--- src/rtl/fwd_pkg.sv ---
// Shared types and helpers for the forwarding / interlock unit.
// Register fields are packed 5 bits per port or per stage.
package fwd_pkg;

    localparam int REG_W = 5;
    localparam int REG_VEC_W = 32 * REG_W;

    typedef logic [REG_W-1:0] reg_idx_t;
    typedef logic [4:0] stg_idx_t;

    localparam reg_idx_t REG_X0 = '0;

    // Extract field idx from a packed register-index vector.
    function automatic reg_idx_t reg_at(
        input logic [REG_VEC_W-1:0] vec,
        input stg_idx_t idx
    );
        return vec[idx*REG_W +: REG_W];
    endfunction

endpackage

--- src/rtl/fwd_scoreboard.sv ---
// Busy bits for long-latency destinations; x0 is never busy.
// A set on the same register as a clear wins, two clears coexist.
module fwd_scoreboard
    import fwd_pkg::*;
(
    input  logic        clk,
    input  logic        rst_n,
    input  logic        set_en,
    input  reg_idx_t    set_rd,
    input  logic        lw_en,
    input  reg_idx_t    lw_rd,
    input  logic        fl_en,
    input  reg_idx_t    fl_rd,
    output logic [31:0] busy
);

    logic [31:0] busy_q;
    logic [31:0] busy_nxt;

    // Apply clears first so a coincident set overrides them.
    always_comb begin
        busy_nxt = busy_q;
        if (lw_en) busy_nxt[lw_rd] = 1'b0;
        if (fl_en) busy_nxt[fl_rd] = 1'b0;
        if (set_en) busy_nxt[set_rd] = 1'b1;
        busy_nxt[0] = 1'b0;
    end

    // Scoreboard state register.
    always_ff @(posedge clk or negedge rst_n) begin
        if (!rst_n) busy_q <= '0;
        else        busy_q <= busy_nxt;
    end

    assign busy = busy_q;

endmodule

--- src/rtl/fwd_hazard_unit.sv ---
// Operand forwarding and interlock for NRD ports over NSTG stages.
// Youngest matching stage wins; not-ready match or busy reg stalls.
module fwd_hazard_unit
    import fwd_pkg::*;
#(
    parameter int XLEN = 32,
    parameter int NRD  = 2,
    parameter int NSTG = 3,
    parameter int TMO  = 64
) (
    input  logic                 clk,
    input  logic                 rst_n,
    input  logic [NRD*5-1:0]     rs,
    input  logic [NRD-1:0]       rs_used,
    input  logic [NSTG-1:0]      st_valid,
    input  logic [NSTG*5-1:0]    st_rd,
    input  logic [NSTG-1:0]      st_rdy,
    input  logic [NSTG*XLEN-1:0] st_dat,
    input  logic                 iss_valid,
    input  logic                 iss_long,
    input  logic [4:0]           iss_rd,
    input  logic                 lw_valid,
    input  logic [4:0]           lw_rd,
    input  logic                 flush,
    input  logic                 ex_long,
    output logic [NRD-1:0]       fwd_en,
    output logic [NRD*XLEN-1:0]  fwd_dat,
    output logic                 stall,
    output logic                 iss_ready,
    output logic [31:0]          stall_cnt,
    output logic                 timeout
);

    localparam int RUN_W = $clog2(TMO + 1);

    logic [31:0]      busy;
    logic [NRD-1:0]   stall_p;
    logic [RUN_W-1:0] run;
    logic             sb_set;

    for (genvar p = 0; p < NRD; p++) begin : g_port
        reg_idx_t        rs_p;
        logic            act;
        logic            hit;
        logic            hit_rdy;
        logic [XLEN-1:0] hit_dat;

        assign rs_p = reg_at(REG_VEC_W'(rs), stg_idx_t'(p));
        assign act  = rs_used[p] && (rs_p != REG_X0);

        // Scan oldest to youngest so the youngest match is kept.
        always_comb begin
            hit     = 1'b0;
            hit_rdy = 1'b0;
            hit_dat = '0;
            for (int s = NSTG - 1; s >= 0; s--) begin
                if (st_valid[s] &&
                    reg_at(REG_VEC_W'(st_rd), stg_idx_t'(s)) == rs_p) begin
                    hit     = 1'b1;
                    hit_rdy = st_rdy[s];
                    hit_dat = st_dat[s*XLEN +: XLEN];
                end
            end
        end

        assign fwd_en[p] = act & hit & hit_rdy;
        assign fwd_dat[p*XLEN +: XLEN] =
            (act & hit & hit_rdy) ? hit_dat : '0;
        assign stall_p[p] = act & (hit ? ~hit_rdy : busy[rs_p]);
    end

    assign stall     = |stall_p;
    assign iss_ready = ~stall;
    assign sb_set    = iss_valid & iss_ready & iss_long &
                       (iss_rd != REG_X0);

    fwd_scoreboard u_sb (
        .clk    (clk),
        .rst_n  (rst_n),
        .set_en (sb_set),
        .set_rd (iss_rd),
        .lw_en  (lw_valid),
        .lw_rd  (lw_rd),
        .fl_en  (flush & ex_long),
        .fl_rd  (reg_at(REG_VEC_W'(st_rd), stg_idx_t'(0))),
        .busy   (busy)
    );

    // Saturating count of all stall cycles.
    always_ff @(posedge clk or negedge rst_n) begin
        if (!rst_n)
            stall_cnt <= '0;
        else if (stall && stall_cnt != 32'hFFFF_FFFF)
            stall_cnt <= stall_cnt + 32'd1;
    end

    // Consecutive-stall run length and sticky timeout on the TMO-th edge.
    always_ff @(posedge clk or negedge rst_n) begin
        if (!rst_n) begin
            run     <= '0;
            timeout <= 1'b0;
        end else if (stall) begin
            if (run != RUN_W'(TMO)) run <= run + RUN_W'(1);
            if (run == RUN_W'(TMO - 1)) timeout <= 1'b1;
        end else begin
            run <= '0;
        end
    end

endmodule

--- config.mk ---
export PLATFORM = sky130hd
export DESIGN_NAME = fwd_hazard_unit
export DESIGN_NICKNAME = d
export VERILOG_FILES = /design/src/rtl/fwd_pkg.sv /design/src/rtl/fwd_scoreboard.sv /design/src/rtl/fwd_hazard_unit.sv
export SDC_FILE = /design/constraint.sdc
export NUM_CORES = 1
export LEC_CHECK = 0
export BUFFER_PORTS_ARGS = -buffer_cell sky130_fd_sc_hd__clkbuf_2
export CAP_MARGIN = 20
export CELL_PAD_IN_SITES_DETAIL_PLACEMENT = 0
export CELL_PAD_IN_SITES_GLOBAL_PLACEMENT = 2
export CORE_MARGIN = 2
export CORE_UTILIZATION = 27
export CTS_BUF_LIST = sky130_fd_sc_hd__clkbuf_8 sky130_fd_sc_hd__clkbuf_16
export DETAILED_ROUTE_END_ITERATION = 10
export HOLD_SLACK_MARGIN = 0.12
export MAX_ROUTING_LAYER = met4
export PLACE_DENSITY_LB_ADDON = 0.1
export SETUP_SLACK_MARGIN = 0.3
export SYNTH_ARGS = -nofsm -noshare
export SYNTH_HDL_FRONTEND = slang
export SYNTH_SLANG_ARGS = --single-unit
--- constraint.sdc ---
create_clock -name clk -period 3 [get_ports clk]
set_input_delay 0.15 -clock clk [delete_from_list [all_inputs] [get_ports clk]]
set_output_delay 0.15 -clock clk [all_outputs]
set_load 0.005 [all_outputs]
==> summary.txt <==
met1 usage = 0.270
Synth Register Bits = 71
final setup fails = 0
busiest grt layer = met2
clk root buf = clkbuf_16
drt via density = 5.60
initial antenna violation count = 0
die height = 151 um
crit path time final = 2.82 ns
core area = 0.0212 mm2
Final GP Congestion = 0.882
P&R area growth vs syn = 37.3%
DRT Pass-1 Iters = 4
Power Density = 395 mW/mm2
Async S/R FF share, synth = 1.00
status = finished clean
DR iter-0 viols = 357
WP data required = 2.85 ns
worst hold path type = input pin to flop
Post-DRT Antenna Nets = 0
Synth top area share = 0.303
worst-path fanout max = 13
Seq/Total Area, Yosys = 0.303
CTS Buf Count = 9
total die area = 0.0229 mm2
global-route wire length before repair = 37600 um
ys flop type = dfrtp_1
EDFF count, synth = 0
H-tree depth = 3
RSZ-0062 raised after global routing = yes
hpwl dp = 19100 um
number of global-route vias before repair = 6600
crit path DAT = 2.67 ns
Tightest Pin Transition = 0.832 ns
Post-Route WL = 25100 um
skew final = 0.00680 ns
clock sink total = 71
chip width = 151 um
endpoints failing hold = 0
slowest CP cell = mux4_2
CTS tree = yes
I/O pin count = 247
Post-Syn Instances = 690
Post-Place Cells = 1186
Synth area leaders = dfrtp_1 (30%), xnor2_1 (6.4%), nor2_1 (5.7%), a221oi_1 (4.8%), o221ai_1 (4.6%)
largest net degree at the start of global routing = 39
Synthesized Nets = 839
Core Rows = 53
worst skew pair latency = 0.34 ns
leading area contributor after synthesis = dfrtp_1
R2R setup slack = 0.20 ns
Worst VDD drop = 0.350 mV
Starting Density = 0.278
element type at the critical path end = output port
fraction of layout cells with a size suffix above 1 = 0.392
placed cell area = 0.00751 mm2
count of input and output buffers = 246
Syn Area/Cell = 8.51 um2
met3 Usage GRT = 0.0308
NumNets Final = 1085
Pins Over Slew Limit = 0
CTS clock-pin slew for the worst setup and hold paths = 0.06 ns
CP peak stage delay = 0.48 ns
crit path launch type = flop
Max clock buf depth = 2
Cell variety after synth = 56
wire per inst = 20.6 um
Final Power = 3180 uW
Max-Cap Viols = 0
All-Layer GR Usage = 0.215
gr ovfl total = 0
highest clock rate = 355 MHz
CP Class = flop to output port
final period utilization = 0.940
leakage power = 0.00351 uW
Cell Chain, Critical Path = mux4_2 > o2111a_2 > a2111oi_4 > a221oi_2 > a31oi_4 > buf_4 > buf_8 > clkbuf_2
via count = 6817
final instance area = 0.00806 mm2
yosys warns = 0
Slew headroom = 0.445
Mapped Area = 0.00587 mm2
# DRC = 0
sum of negative setup slack = 0 ns
met2 usage = 0.359
fin cells = 1217
## synthesized netlist by cell type, types with 14 or more instances
| cell | n |
|---|---|
| a211oi_1 | 32 |
| a221oi_1 | 32 |
| a22oi_1 | 32 |
| buf_2 | 14 |
| clkbuf_1 | 41 |
| dfrtp_1 | 71 |
| nand2_1 | 26 |
| nand3_1 | 33 |
| nand3b_1 | 15 |
| nand4_1 | 14 |
| nor2_1 | 89 |
| nor3_1 | 42 |
| o21ai_0 | 27 |
| o221ai_1 | 31 |
| xnor2_1 | 43 |
| xor2_1 | 22 |
## worst max-delay path: cells and delay by family (launching register included)
kind	cells	cell delay (ns)
flip-flops	1	0.38
AO/OA/AOI/OAI	4	1.05
buffers and inverters	3	0.42
multiplexers	1	0.48
## per-layer routing
layer  vias up  share of wire
li1       3142              -
met1      3330           0.41
met2       299           0.49
met3        46          0.071
met4         0          0.029
met5         -              0
## what timing repair did
action	CTS	global route
hold endpoints to repair	33	0
setup buffers	9	4
hold buffers	1	0
endpoints found under the setup margin	36	45
resized for setup	8	45
pin swaps	3	24
## state kept, by name (all words and copies together), names as in the netlist
name / cells
run: 7
timeout: 1
u_sb.busy: 31
stall_cnt: 32
## final timing paths
path / startpoint / end / cells past startpoint
hold reg to reg: timeout$_DFFE_PN0P_ / timeout$_DFFE_PN0P_ / 1
hold / removal: iss_rd[1] / u_sb.busy[28]$_DFF_PN0_ / 3
min in group asynchronous: rst_n / u_sb.busy[13]$_DFF_PN0_ / 2
setup reg to reg: u_sb.busy[31]$_DFF_PN0_ / u_sb.busy[9]$_DFF_PN0_ / 9
max in group asynchronous: rst_n / stall_cnt[25]$_DFFE_PN0P_ / 3
setup / recovery: u_sb.busy[31]$_DFF_PN0_ / iss_ready / 8
## stage by stage
stage                     setup slack, ns   util  hold slack [ns]
final                               0.181  0.381            0.184
after floorplan                     0.397      -           -0.146
after CTS                           0.220  0.375            0.168
after detailed placement           0.0579  0.355            0.300
after global routing                0.106  0.381            0.219
after global placement             0.0905  0.355            0.293
## layout by cell type (no fill, tap or decap), types with 22 or more instances in the layout
master,netlist,routed
a211oi_1,32,32
a221oi_1,32,32
a22oi_1,32,32
buf_4,2,42
clkbuf_2,0,245
dfrtp_1,71,71
nand2_1,26,25
nand3_1,33,32
nor2_1,89,88
nor3_1,42,41
o221ai_1,31,31
xnor2_1,43,43
xor2_1,22,22
## logic make-up (layout without fill, tap and decap cells)
kind of cell / Yosys count / in the layout / share of synthesized area
buf+inv: 72 / 323 / 0.0528
flops: 71 / 71 / 0.303
fa+ha+maj: 3 / 3 / 0.00639
compound gates: 185 / 185 / 0.243
other cells: 0 / 1 / 0
simple gates: 272 / 272 / 0.236
xor+xnor: 65 / 65 / 0.0969
mux: 22 / 22 / 0.0618
## where the power goes
group	internal, uW	leakage (uW)	switching (uW)
combinational	419	0.00240	424
sequential	1080	0.000956	128
clock	721	0.000153	410
total	2220	0.00351	962
## cell type report
type / instances / area (um2)
Tap cell: 275 / 344
Sequential cell: 71 / 1780
Antenna cell: 1 / 2.50
Timing Repair Buffer: 295 / 1670
Inverter: 12 / 45.0
Clock inverter: 7 / 88.8
Clock buffer: 9 / 225
Fill cell: 2202 / 13100
Multi-Input combinational cell: 547 / 3910
Note: power is estimated with default switching activity, not from simulation.
